===== src/rtl/ex_div_pkg.sv =====
// Shared constants and types for the EX-stage RV32M divide unit.
package ex_div_pkg;

  localparam int XLEN    = 32;
  localparam int CNT_W   = $clog2(XLEN);

  // R-type M-extension encoding fields
  localparam logic [6:0] INST_TYPE_R_M = 7'b0110011;
  localparam logic [6:0] FUNCT7_MULDIV = 7'b0000001;

  // funct3 codes for the divide group
  localparam logic [2:0] INST_DIV  = 3'b100;
  localparam logic [2:0] INST_DIVU = 3'b101;
  localparam logic [2:0] INST_REM  = 3'b110;
  localparam logic [2:0] INST_REMU = 3'b111;

  // Divider control states
  typedef enum logic [1:0] {
    ST_IDLE = 2'd0,
    ST_BUSY = 2'd1,
    ST_DONE = 2'd2
  } div_state_e;

endpackage


===== src/rtl/ex_div.sv =====
// Multi-cycle restoring divider (DIV/DIVU/REM/REMU) sitting in the EX stage.
// It stalls the front of the pipeline while iterating and pulses valid_o
// for one cycle with the result, rd address and write enable.
//
// Handshake: the ID/EX register holds the div instruction stable while
// stall_o is high. valid_o is a single-cycle pulse with no back-pressure;
// the writeback mux must take result_o/rd_addr_o/reg_wen_o in that cycle.
// flush_i kills any in-flight operation and masks the pulse in that cycle.
module ex_div
  import ex_div_pkg::*;
(
  input  logic            clk,
  input  logic            rst,
  input  logic [31:0]     inst_i,
  input  logic [XLEN-1:0] op1_i,
  input  logic [XLEN-1:0] op2_i,
  input  logic [4:0]      rd_addr_i,
  input  logic            flush_i,
  output logic            stall_o,
  output logic            valid_o,
  output logic [XLEN-1:0] result_o,
  output logic [4:0]      rd_addr_o,
  output logic            reg_wen_o
);

  div_state_e        state_q, state_d;
  logic              is_rem_q, is_rem_d;
  logic              neg_quot_q, neg_quot_d;
  logic              neg_rem_q, neg_rem_d;
  logic [4:0]        rd_q, rd_d;
  logic [XLEN-1:0]   dvd_q, dvd_d;
  logic [XLEN-1:0]   dvs_q, dvs_d;
  logic [XLEN-1:0]   rem_q, rem_d;
  logic [XLEN-1:0]   quot_q, quot_d;
  logic [CNT_W-1:0]  cnt_q, cnt_d;

  // Decode of the instruction held in ID/EX
  logic [2:0]      funct3;
  logic            is_div, is_signed, start;
  logic            div_zero, sgn_ovf, special;
  logic [XLEN-1:0] abs_a, abs_b;

  assign funct3    = inst_i[14:12];
  assign is_div    = (inst_i[6:0] == INST_TYPE_R_M) && (inst_i[31:25] == FUNCT7_MULDIV)
                     && funct3[2];
  assign is_signed = ~funct3[0];
  assign start     = (state_q == ST_IDLE) && is_div && !flush_i;
  assign div_zero  = (op2_i == '0);
  assign sgn_ovf   = is_signed && (op1_i == 32'h8000_0000) && (op2_i == 32'hFFFF_FFFF);
  assign special   = div_zero || sgn_ovf;
  assign abs_a     = (is_signed && op1_i[XLEN-1]) ? (~op1_i + 1'b1) : op1_i;
  assign abs_b     = (is_signed && op2_i[XLEN-1]) ? (~op2_i + 1'b1) : op2_i;

  // One restoring step. The shifted partial remainder can need 33 bits when
  // the divisor is above 2^31, so the compare is done one bit wider.
  logic [XLEN:0]   partial;
  logic [XLEN+1:0] diff;
  logic            ge;

  assign partial = {rem_q, dvd_q[XLEN-1]};
  assign diff    = {1'b0, partial} - {2'b00, dvs_q};
  assign ge      = ~diff[XLEN+1];

  // Next-state and datapath update
  always_comb begin
    state_d    = state_q;
    is_rem_d   = is_rem_q;
    neg_quot_d = neg_quot_q;
    neg_rem_d  = neg_rem_q;
    rd_d       = rd_q;
    dvd_d      = dvd_q;
    dvs_d      = dvs_q;
    rem_d      = rem_q;
    quot_d     = quot_q;
    cnt_d      = cnt_q;
    case (state_q)
      ST_IDLE: begin
        if (start) begin
          is_rem_d = funct3[1];
          rd_d     = rd_addr_i;
          if (special) begin
            // Architected results are loaded directly, no sign fix-up
            state_d    = ST_DONE;
            neg_quot_d = 1'b0;
            neg_rem_d  = 1'b0;
            dvd_d      = '0;
            dvs_d      = '0;
            quot_d     = div_zero ? '1 : 32'h8000_0000;
            rem_d      = div_zero ? op1_i : '0;
          end else begin
            state_d    = ST_BUSY;
            neg_quot_d = is_signed && (op1_i[XLEN-1] ^ op2_i[XLEN-1]);
            neg_rem_d  = is_signed && op1_i[XLEN-1];
            dvd_d      = abs_a;
            dvs_d      = abs_b;
            rem_d      = '0;
            quot_d     = '0;
            cnt_d      = '0;
          end
        end
      end
      ST_BUSY: begin
        if (flush_i) begin
          state_d = ST_IDLE;
        end else begin
          rem_d  = ge ? diff[XLEN-1:0] : partial[XLEN-1:0];
          quot_d = {quot_q[XLEN-2:0], ge};
          dvd_d  = {dvd_q[XLEN-2:0], 1'b0};
          cnt_d  = cnt_q + 1'b1;
          if (cnt_q == CNT_W'(XLEN - 1)) state_d = ST_DONE;
        end
      end
      ST_DONE: state_d = ST_IDLE;
      default: state_d = ST_IDLE;
    endcase
  end

  // State and datapath registers
  always_ff @(posedge clk or negedge rst) begin
    if (!rst) begin
      state_q    <= ST_IDLE;
      is_rem_q   <= 1'b0;
      neg_quot_q <= 1'b0;
      neg_rem_q  <= 1'b0;
      rd_q       <= '0;
      dvd_q      <= '0;
      dvs_q      <= '0;
      rem_q      <= '0;
      quot_q     <= '0;
      cnt_q      <= '0;
    end else begin
      state_q    <= state_d;
      is_rem_q   <= is_rem_d;
      neg_quot_q <= neg_quot_d;
      neg_rem_q  <= neg_rem_d;
      rd_q       <= rd_d;
      dvd_q      <= dvd_d;
      dvs_q      <= dvs_d;
      rem_q      <= rem_d;
      quot_q     <= quot_d;
      cnt_q      <= cnt_d;
    end
  end

  // Outputs: result fields are zero except in an unflushed DONE cycle
  logic [XLEN-1:0] final_res;

  always_comb begin
    final_res = '0;
    if (is_rem_q) final_res = neg_rem_q  ? (~rem_q  + 1'b1) : rem_q;
    else          final_res = neg_quot_q ? (~quot_q + 1'b1) : quot_q;
  end

  assign valid_o   = (state_q == ST_DONE) && !flush_i;
  assign reg_wen_o = valid_o;
  assign result_o  = valid_o ? final_res : '0;
  assign rd_addr_o = valid_o ? rd_q : '0;
  assign stall_o   = !flush_i && ((start && !special) || (state_q == ST_BUSY));

endmodule


===== config.mk =====
export PLATFORM = sky130hd
export DESIGN_NAME = ex_div
export DESIGN_NICKNAME = d
export VERILOG_FILES = /design/src/rtl/ex_div_pkg.sv /design/src/rtl/ex_div.sv
export SDC_FILE = /design/constraint.sdc
export NUM_CORES = 1
export LEC_CHECK = 0
export CAP_MARGIN = 20
export CORE_MARGIN = 4
export CORE_UTILIZATION = 43
export CTS_BUF_LIST = sky130_fd_sc_hd__clkbuf_4 sky130_fd_sc_hd__clkbuf_8
export CTS_CLUSTER_DIAMETER = 60
export DETAILED_ROUTE_END_ITERATION = 12
export DONT_BUFFER_PORTS = 1
export GPL_TIMING_DRIVEN = 0
export PLACE_DENSITY = 0.67
export SETUP_SLACK_MARGIN = 0.5
export SLEW_MARGIN = 0
export SYNTH_ARGS = -nofsm -noshare
export SYNTH_HDL_FRONTEND = slang
export SYNTH_SLANG_ARGS = --single-unit

===== constraint.sdc =====
create_clock -name clk -period 3.2 [get_ports clk]
set_clock_uncertainty 0.05 [all_clocks]
set_input_delay 0.64 -clock clk [delete_from_list [all_inputs] [get_ports clk]]
set_output_delay 0.64 -clock clk [all_outputs]
set_load 0.005 [all_outputs]

After elaboration in Yosys (flattened, before gate mapping)
Index checks and enable logic that the tools add are counted.
{ "classes": {"n_addsub": 6, "n_eq_ne": 11, "muxes": 34, "bitwise_logic": 7, "reduce_logical": 23} }
{ "ops": {"columns": ["op", "count"], "rows": [
  ["two-way mux 32 bit", 18],
  ["one-hot mux 32 bit (2 select lines)", 3],
  ["adder 32 x 1 -> 32 bit (second input constant)", 4],
  ["inverter 32 bit", 4],
  ["== test 32 bit (second input constant)", 2],
  ["subtractor 33 x 32 -> 34 bit", 1],
  ["logical NOT 32 bit", 1],
  ["two-way mux 31 bit", 1],
  ["two-way mux 5 bit", 4],
  ["logical AND 1 bit", 12],
  ["one-hot mux 5 bit (2 select lines)", 1],
  ["two-way mux 2 bit", 4],
  ["== test 7 x 1 -> 1 bit (second input constant)", 1],
  ["== test 7 x 6 -> 1 bit (second input constant)", 1],
  ["inequality test 2 bit (second input constant)", 3],
  ["adder 5 x 1 -> 5 bit (second input constant)", 1],
  ["== test 5 bit (second input constant)", 1],
  ["one-hot mux 2 bit (2 select lines)", 1],
  ["AND reduction 2 bit", 2],
  ["AND reduction 4 bit", 1],
  ["inequality test 3 bit (second input constant)", 1],
  ["AND reduction 3 bit", 1],
  ["== test 2 x 1 -> 1 bit (second input constant)", 1],
  ["== test 2 bit (second input constant)", 1],
  ["7 further kinds", 11]
]} }
{ "totals": {"ff_bits": 143, "in_bits": 104, "output_inout_bits": 40, "wordCells": 91} }

Logic depth before layout (Yosys ltp)
Gate-level depths: netlist (run 1).
{ "logic_depth": {"ltp_word": 8, "mapped_depth": 13, "depth_no_buf": 11} }

Least setup slack after synthesis (run 1)
OpenSTA, ideal clock, no wires.
{ "synth_timing": {"path_type": "input to output", "from": "in op1_i[6]", "to": "out stall_o", "t_arrival_ns": 2.728, "t_required_ns": 2.510, "setup_slack_ns": -0.218, "cell_stages": 8, "n_path_buf": 1, "path_cell_list": "or4_4 or3_4 or4_1 o32ai_2 nor2_1 nand2_2 buf_4 nand2_1"} }
{ "synth_via": {"elab_chain_cells": 8} }
{ "synth_rtl": {"columns": ["element", "line_no", "rtl"], "rows": [
  ["start: declaration", "ex_div.sv:15", "input logic [XLEN-1:0] op1_i,"],
  ["== test 32 bit", "ex_div.sv:49", "assign sgn_ovf = is_signed && (op1_i == 32'h8000_0000) && (op2_i == 32'hFFFF_FFFF);"],
  ["logical AND 1 bit (2 in series)", "ex_div.sv:49", null],
  ["logical OR 1 bit", "ex_div.sv:50", "assign special = div_zero || sgn_ovf;"],
  ["logical NOT 1 bit", "ex_div.sv:158", "assign stall_o = !flush_i && ((start && !special) || (state_q == ST_BUSY));"],
  ["logical AND 1 bit", "ex_div.sv:158", null],
  ["logical OR 1 bit", "ex_div.sv:158", null],
  ["logical AND 1 bit", "ex_div.sv:158", null],
  ["end: declaration", "ex_div.sv:19", "output logic stall_o,"]
]} }
Every way passes these cells.

Worst setup path in the final report (run 1)
{ "layout_timing": {"from": "reg quot_q[16]", "to": "out result_o[29]"} }
{ "layout_via": {"elab_chain_cells": 5} }
{ "layout_rtl": {"columns": ["element", "line_no", "rtl"], "rows": [
  ["start: declaration", "ex_div.sv:34", "logic [XLEN-1:0] quot_q, quot_d;"],
  ["start signal: assignment", "ex_div.sv:140", "quot_q <= quot_d;"],
  ["inverter 32 bit", "ex_div.sv:151", "else final_res = neg_quot_q ? (~quot_q + 1'b1) : quot_q;"],
  ["adder 32 x 1 -> 32 bit", "ex_div.sv:151", null],
  ["two-way mux 32 bit", "ex_div.sv:151", null],
  ["two-way mux 32 bit", "ex_div.sv:150", "if (is_rem_q) final_res = neg_rem_q ? (~rem_q + 1'b1) : rem_q;"],
  ["two-way mux 32 bit", "ex_div.sv:156", "assign result_o = valid_o ? final_res : '0;"],
  ["end: declaration", "ex_div.sv:21", "output logic [XLEN-1:0] result_o,"]
]} }
Every way passes these cells.

==> summary.log, run 1 <==
qor: pwr.power.leakage 5.93 nW
qor: setup_path.crit-reg2reg-launch rem_q[25]
qor: setup_path.worstSetupEndpointType output port
qor: route.postRouteWirelength 44500 µm
qor: place.placer_congestion_estimate 0.934
qor: finish.antenna_cells 0
qor: yosys.synthesis.area 11500 µm²
qor: place.dp_slack -0.760 ns
qor: finish.final_cell_count_without_fillers 1944
qor: sta.fmax 258 MHz
qor: floorplan.die_ar 29400 µm²
qor: route.drt_pre_antenna_iters 6
qor: floorplan.starting_utilization_of_the_core_area 43.9%
qor: grt.gr-usage-all-layers 29.5%
qor: route.routed_wire_length_per_instance 22.9 µm
qor: grt.global_route_wire_length_before_repair 67200 µm
qor: pwr.internal-power 0.00293 W
qor: setup_path.cp_data_arrival_time 3.18 ns
qor: yosys.ys_types 71
qor: sta.setup_viol 20
qor: sta.rsz_0062_raised_after_global_routing true
qor: yosys.most_common_flop_cell_mapped_by_yosys dfrtp_1
qor: yosys.syn-instance-count 1489
qor: cts.path_clk_slew 0.09 ns
qor: pwr.power.ir.vdd_worst 0.255 mV
qor: route.viasPerCell 6.30
qor: place.dp_cells 1824
qor: sta.timing_worst_slew_pin_value 0.866 ns
qor: setup_path.worstPathRequired 2.51 ns
qor: setup_path.worst-path-buf-inv 0
qor: yosys.post_synthesis_net_count 1633
qor: sta.timing.final.crit_period 3.87 ns
qor: yosys.ys_seq_area_share 31.1%
qor: floorplan.floorplan.io_pins 144
qor: finish.layout-drive-gt1-share 25.8%
qor: setup_path.number_of_cells_traversed_by_the_worst_register_to_register_path 15
qor: grt.gr-total-overflow 0
qor: yosys.share_of_yosys_cell_area_claimed_by_the_top_area_cell_type 31.1%
qor: grt.grt_antenna_before_repair 1
qor: setup_path.critical_path.slowest_cell or4_4
qor: sta.fin_worst_hold_slack -0.186 ns
qor: yosys.ys_top_cells_by_count nand2_1 (198), a21oi_1 (160), o21ai_0 (150)
qor: sta.layout_setup_ws -0.669 ns
qor: pwr.p_sw 0.00127 W
qor: sta.post-route-period-util 121%
qor: grt.first_global_vias 11861
qor: cts.worst_skew_pair_later_pin_latency 0.49 ns
qor: yosys.synth_top_cell_by_area dfrtp_1
qor: setup_path.crit_path_cell_trace or3_4 -> or4_4 -> or3_4 -> or4_4 -> o41ai_4 -> xnor2_1 -> o21ai_1 -> a21oi_2
qor: setup_path.regToRegSetupSlack -0.01 ns
qor: place.io_buffers 0
qor: cts.tritoncts done
qor: grt.pin_count_of_the_biggest_net_entering_global_routing 144
qor: job.cap_viol_max_count 0
qor: sta.slew_headroom 42.2%
qor: min_path.hold_class in -> async
qor: setup_path.kind_of_critical_path reg -> out
qor: pwr.power_per_cell_area 281 nW/µm²
qor: route.drtIter0Drc 1531
qor: finish.area_growth 29.7%
qor: setup_path.critical_path.startpoint_type flop
qor: setup_path.timing.rr.end rem_q[17]
qor: yosys.syn_area_per_cell 7.73 µm²
qor: status.outcome finished, violations left
qor: setup_path.path_max_fanout 3
qor: place.dp_hpwl 32100 µm
qor: floorplan.die_extent_in_y 172 µm
qor: cts.cts_inserted_buffers 17
qor: pwr.power.sequential.fraction 44.6%
qor: cts.clkSinkCount 143
qor: cts.clk_path_buf_depth 2
qor: route.drtAntennaViolNets 0
qor: setup_path.cp_top_family simple AND/OR/NAND/NOR gates
qor: floorplan.core_area 26200 µm²
qor: yosys.post_synth_main_area_contributors dfrtp_1 (31%), a21oi_1 (7.0%), o21ai_0 (6.5%)
qor: floorplan.floorplan.rows 59
qor: finish.layout.nets 1740
qor: yosys.dominant_cell_by_count_in_the_synthesized_netlist nand2_1
qor: yosys.postSynth.asyncResetShare 100%
qor: cts.h-tree-depth 4
qor: cts.clockRootBuffer clkbuf_8
qor: sta.final-max-slew-violation-count 0
qor: setup_path.critical-path-max-stage-delay 0.47 ns
qor: status.failed_checks hold timing, setup timing
qor: pwr.clock_power_share 39.6%
qor: sta.timing_hold_violations_final 143
qor: route.post_route_drc_violation_count 0
qor: yosys.yosys_register_bits 143
qor: pwr.switching_share 30.1%
qor: floorplan.die_x 172 µm
qor: yosys.yosysWarningCount 0
qor: route.vias 12253
qor: yosys.synth_edf_count 0
qor: pwr.fin_total_pwr 0.00420 W
qor: pwr.comb_power_share 15.8%
## logic make-up after synthesis
family	count (synthesis)	share of synthesized area, %
AO/OA/AOI/OAI	497	26.3
XOR/XNOR	144	11.0
adder cells (fa/ha/maj)	40	4.41
buffers and inverters	141	4.87
flip-flops	143	31.1
multiplexers	18	1.65
AND/OR/NAND/NOR	506	20.7
## timing repair
item                                    in CTS  in global routing
cloned                                       4                  0
endpoints found under the hold margin      143                143
setup buffers                               62                 22
pin swaps                                   56                 64
resized for setup                          245                119
endpoints found under the setup margin     171                170
## registers in the layout (all words and copies together) (netlist names)
signal      count
rd_q            5
dvs_q          32
state_q         2
rem_q          32
dvd_q          32
quot_q         32
neg_rem_q       1
cnt_q           5
neg_quot_q      1
is_rem_q        1
## cell usage in the layout, fill, tap and decap left out, types with 38 or more instances in the layout
cell	instances
o21ai_0	110
buf_4	63
a21oi_1	134
clkbuf_1	38
nand2_1	185
dfrtp_1	117
inv_1	48
xor2_1	55
nor2_1	103
xnor2_1	74
## layer usage
layer | up-vias | wire [µm] | GRT usage [%]
li1 | 5581 | - | -
met4 | 2 | 1940 | 11.7
met3 | 129 | 3990 | 6.87
met1 | 5892 | 18100 | 38.5
met2 | 649 | 20500 | 47.4
met5 | - | 13 | 0
## cell type report
class,instances,area [µm²]
Sequential cell,143,3610
Clock buffer,17,234
Clock inverter,15,198
Fill cell,2313,11300
Multi-Input combinational cell,1205,8860
Timing Repair Buffer,88,885
Buffer,92,541
Tap cell,335,419
Inverter,49,184
## worst max path at each step
stage / startpoint / endpoint / slack [ns] / cells after the start
final: quot_q[16] / result_o[29] / -0.67 / 8
after global routing: quot_q[15] / result_o[29] / -0.79 / 8
after CTS: quot_q[17] / result_o[29] / -0.67 / 8
after detailed placement: op1_i[24] / stall_o / -0.76 / 8
after global placement: op1_i[24] / stall_o / -0.71 / 8
after floorplan: op1_i[6] / stall_o / -0.11 / 8
## stage by stage
step	hold slack, ns	TNS [ns]	area, µm²	utilization (%)
global placement	0.303	-30.03	12300	46.8
CTS	-0.214	-7.93	14300	54.6
finish	-0.186	-8.10	14900	57.0
global route	-0.224	-10.08	14900	57.0
floorplan	0.294	-0.213	11900	-
detailed placement	0.306	-35.33	12300	46.8
## power by group through the flow
stage	clock [W]	combinational, W	sequential (W)
2_1_floorplan	0	0.000409	0.00189
5_1_grt	0.00174	0.000720	0.00188
3_5_place_dp	0	0.000513	0.00190
4_1_cts	0.00166	0.000609	0.00187
6_report	0.00166	0.000664	0.00187
3_3_place_gp	0	0.000505	0.00190
## worst register-to-register path, delay by kind of cell (launching register included)
kind	cells	cell delay, ns
buffers and inverters	6	0.84
flip-flops	1	0.45
AO/OA/AOI/OAI	7	1.44
AND/OR/NAND/NOR	1	0.10
adder cells (fa/ha/maj)	1	0.23
(Power assumes the default switching activity.)
==> run 2: changes to the inputs <==
--- a/config.mk
+++ b/config.mk
@@ -19,3 +19,4 @@
 export SYNTH_ARGS = -nofsm -noshare
 export SYNTH_HDL_FRONTEND = slang
 export SYNTH_SLANG_ARGS = --single-unit
+export TNS_END_PERCENT = 100
==> results of run 2 <==
The final DEF is identical to that of run 1; final timing and power are the same.
==> run 3: changes to the inputs <==
--- a/config.mk
+++ b/config.mk
@@ -15,6 +15,7 @@
 export GPL_TIMING_DRIVEN = 0
 export PLACE_DENSITY = 0.67
 export SETUP_SLACK_MARGIN = 0.5
+export SKIP_CTS_REPAIR_TIMING = 1
 export SLEW_MARGIN = 0
 export SYNTH_ARGS = -nofsm -noshare
 export SYNTH_HDL_FRONTEND = slang
==> summary.log, run 3 (same netlist as run 1, synthesis figures left out) <==
qor: floorplan.starting_utilization_of_the_core_area 43.9% [unchanged]
qor: setup_path.critical-path-max-stage-delay 0.47 ns [about the same]
qor: setup_path.worst-path-buf-inv 0 [unchanged]
qor: cts.h-tree-depth 4 [unchanged]
qor: sta.layout_setup_ws -0.744 ns [-0.0746 ns]
qor: finish.final_core_util 56.3% [-0.69 points]
qor: setup_path.path_max_fanout 5 [+2]
qor: route.vias 12121 [-1.1%]
qor: route.viasPerCell 6.27 [-0.57%]
qor: pwr.power.sequential.fraction 44.6% [about the same]
qor: place.placer_congestion_estimate 0.934 [unchanged]
qor: sta.fmax 254 MHz [-1.9%]
qor: finish.most_used_cells_in_the_layout_excluding_fill_and_tap_cells nand2_1 (188), a21oi_1 (133), dfrtp_1 (118)
qor: sta.setup_viol 19 [-5.0%]
qor: cts.clkSinkCount 143 [unchanged]
qor: route.post_route_drc_violation_count 0 [unchanged]
qor: sta.slew_headroom 41.2% [-1.0 points]
qor: sta.timing.final.crit_period 3.94 ns [+0.0746 ns]
qor: pwr.fin_total_pwr 0.00419 W [-0.13%]
qor: floorplan.die_ar 29400 µm² [unchanged]
qor: route.drtAntennaViolNets 0 [unchanged]
qor: setup_path.cp_top_family simple AND/OR/NAND/NOR gates
qor: sta.rsz_0062_raised_after_global_routing true
qor: sta.post-route-period-util 123% [+2.3 points]
qor: finish.layout.cells.most_common nand2_1
qor: min_path.hold_class in -> async
qor: status.outcome finished, violations left
qor: floorplan.floorplan.rows 59 [unchanged]
qor: route.drt_pre_antenna_iters 7 [+1]
qor: setup_path.worstSetupEndpointType output port
qor: finish.layout-drive-gt1-share 24.6% [-1.2 points]
qor: cts.worst_skew_pair_later_pin_latency 0.48 ns [about the same]
qor: cts.tritoncts done
qor: pwr.clock_power_share 39.3% [-0.3 points]
qor: sta.timing_hold_violations_final 143 [unchanged]
qor: setup_path.worstPathRequired 2.51 ns [about the same]
qor: sta.final-max-slew-violation-count 0 [unchanged]
qor: floorplan.core_area 26200 µm² [unchanged]
qor: route.drtIter0Drc 1352 [-12%]
qor: grt.first_global_vias 11094 [-6.5%]
qor: grt.grt_antenna_before_repair 0 [-1]
qor: setup_path.critical_path.startpoint_type flop
qor: finish.antenna_cells 0 [unchanged]
qor: sta.fin_worst_hold_slack -0.187 ns [-0.00121 ns]
qor: pwr.switching_share 29.8% [-0.30 points]
qor: route.routed_wire_length_per_instance 22.6 µm [-1.4%]
qor: cts.clockRootBuffer clkbuf_8
qor: floorplan.die_x 172 µm [unchanged]
qor: pwr.power_per_cell_area 284 nW/µm² [+1.1%]
qor: floorplan.die_extent_in_y 172 µm [unchanged]
qor: job.cap_viol_max_count 0 [unchanged]
qor: place.io_buffers 0 [unchanged]
qor: setup_path.number_of_cells_traversed_by_the_worst_register_to_register_path 12 [-3]
qor: setup_path.crit_path_cell_trace or3_4 -> or4_4 -> or3_4 -> or4_4 -> o41ai_4 -> xnor2_1 -> o21ai_1 -> a21oi_2
qor: pwr.power.ir.vdd_worst 0.256 mV [+0.33%]
qor: place.dp_hpwl 32100 µm [unchanged]
qor: floorplan.floorplan.io_pins 144 [unchanged]
qor: finish.layout.nets 1730 [-0.57%]
qor: pwr.comb_power_share 16.0% [+0.2 points]
qor: setup_path.critical_path_depth 8 [unchanged]
qor: grt.global_route_wire_length_before_repair 62400 µm [-7.2%]
qor: grt.gr-usage-all-layers 27.3% [-2.2 points]
qor: route.postRouteWirelength 43600 µm [-1.9%]
qor: cts.cts_inserted_buffers 17 [unchanged]
qor: pwr.power.leakage 5.81 nW [-2.1%]
qor: sta.timing_worst_slew_pin_value 0.882 ns [+0.0153 ns]
qor: pwr.p_sw 0.00125 W [-1.1%]
qor: setup_path.kind_of_critical_path reg -> out
qor: finish.area_growth 28.1%
qor: grt.pin_count_of_the_biggest_net_entering_global_routing 144 [unchanged]
qor: grt.gr-total-overflow 0 [unchanged]
qor: cts.path_clk_slew 0.09 ns [about the same]
qor: setup_path.critical_path.slowest_cell or4_4
qor: cts.clk_path_buf_depth 2 [unchanged]
qor: setup_path.cp_data_arrival_time 3.25 ns [+0.07 ns]
qor: pwr.internal-power 0.00294 W [+0.29%]
qor: status.failed_checks hold timing, setup timing
==> run 3: changes by cell type in the layout (fill, tap and decap cells not counted), moves of 4 or more <==
cell	previous run	this run
o21ai_1	27	23
nand2_4	7	3
buf_6	19	29
o31ai_1	20	24
buf_4	63	52
==> run 3: layout make-up <==
class                           count  area, µm²
Fill cell                        2336      11500
Multi-Input combinational cell   1205       8820
Sequential cell                   143       3610
Timing Repair Buffer               78        748
Buffer                             92        534
Tap cell                          335        419
Clock buffer                       17        234
Clock inverter                     15        198
Inverter                           49        184
==> run 3: routing by layer <==
metal  wire length, µm  vias up  track usage (%)
met3              3900      136             5.52
met2             20200      636             43.7
met1             17700     5816             37.1
met5                 0        -                0
li1                  -     5533                -
met4              1890        0             9.23
==> run 3: power groups by stage <==
stage	sequential, W	clock [W]	combinational (W)
after floorplan	0.00189	0	0.000409
after global placement	0.00190	0	0.000505
after detailed placement	0.00190	0	0.000513
after CTS	0.00187	0.00166	0.000515
after global routing	0.00188	0.00174	0.000725
final	0.00187	0.00165	0.000672
==> run 3: path summary, 6_finish.rpt <==
check                                  start           end  slack (ns)
worst max-delay path              quot_q[16]  result_o[29]       -0.74
worst min-delay path                     rst     dvd_q[26]       -0.19
worst max register to register     rem_q[25]     rem_q[31]        0.08
worst min register to register       rd_q[1]       rd_q[1]        0.43
max in group asynchronous                rst      rem_q[8]        3.01
min in group clk                rd_addr_i[2]       rd_q[2]        0.23
==> run 3: through the flow <==
stage          cells  setup WS [ns]  area, µm²  TNS, ns
2_1_floorplan   1489         -0.108      11900   -0.213
3_3_place_gp    1824         -0.714      12300   -30.03
3_5_place_dp    1824         -0.760      12300   -35.33
4_1_cts         1856         -0.860      12700   -24.31
5_1_grt         1934         -0.859      14700   -11.41
6_report        1934         -0.744      14700    -9.69
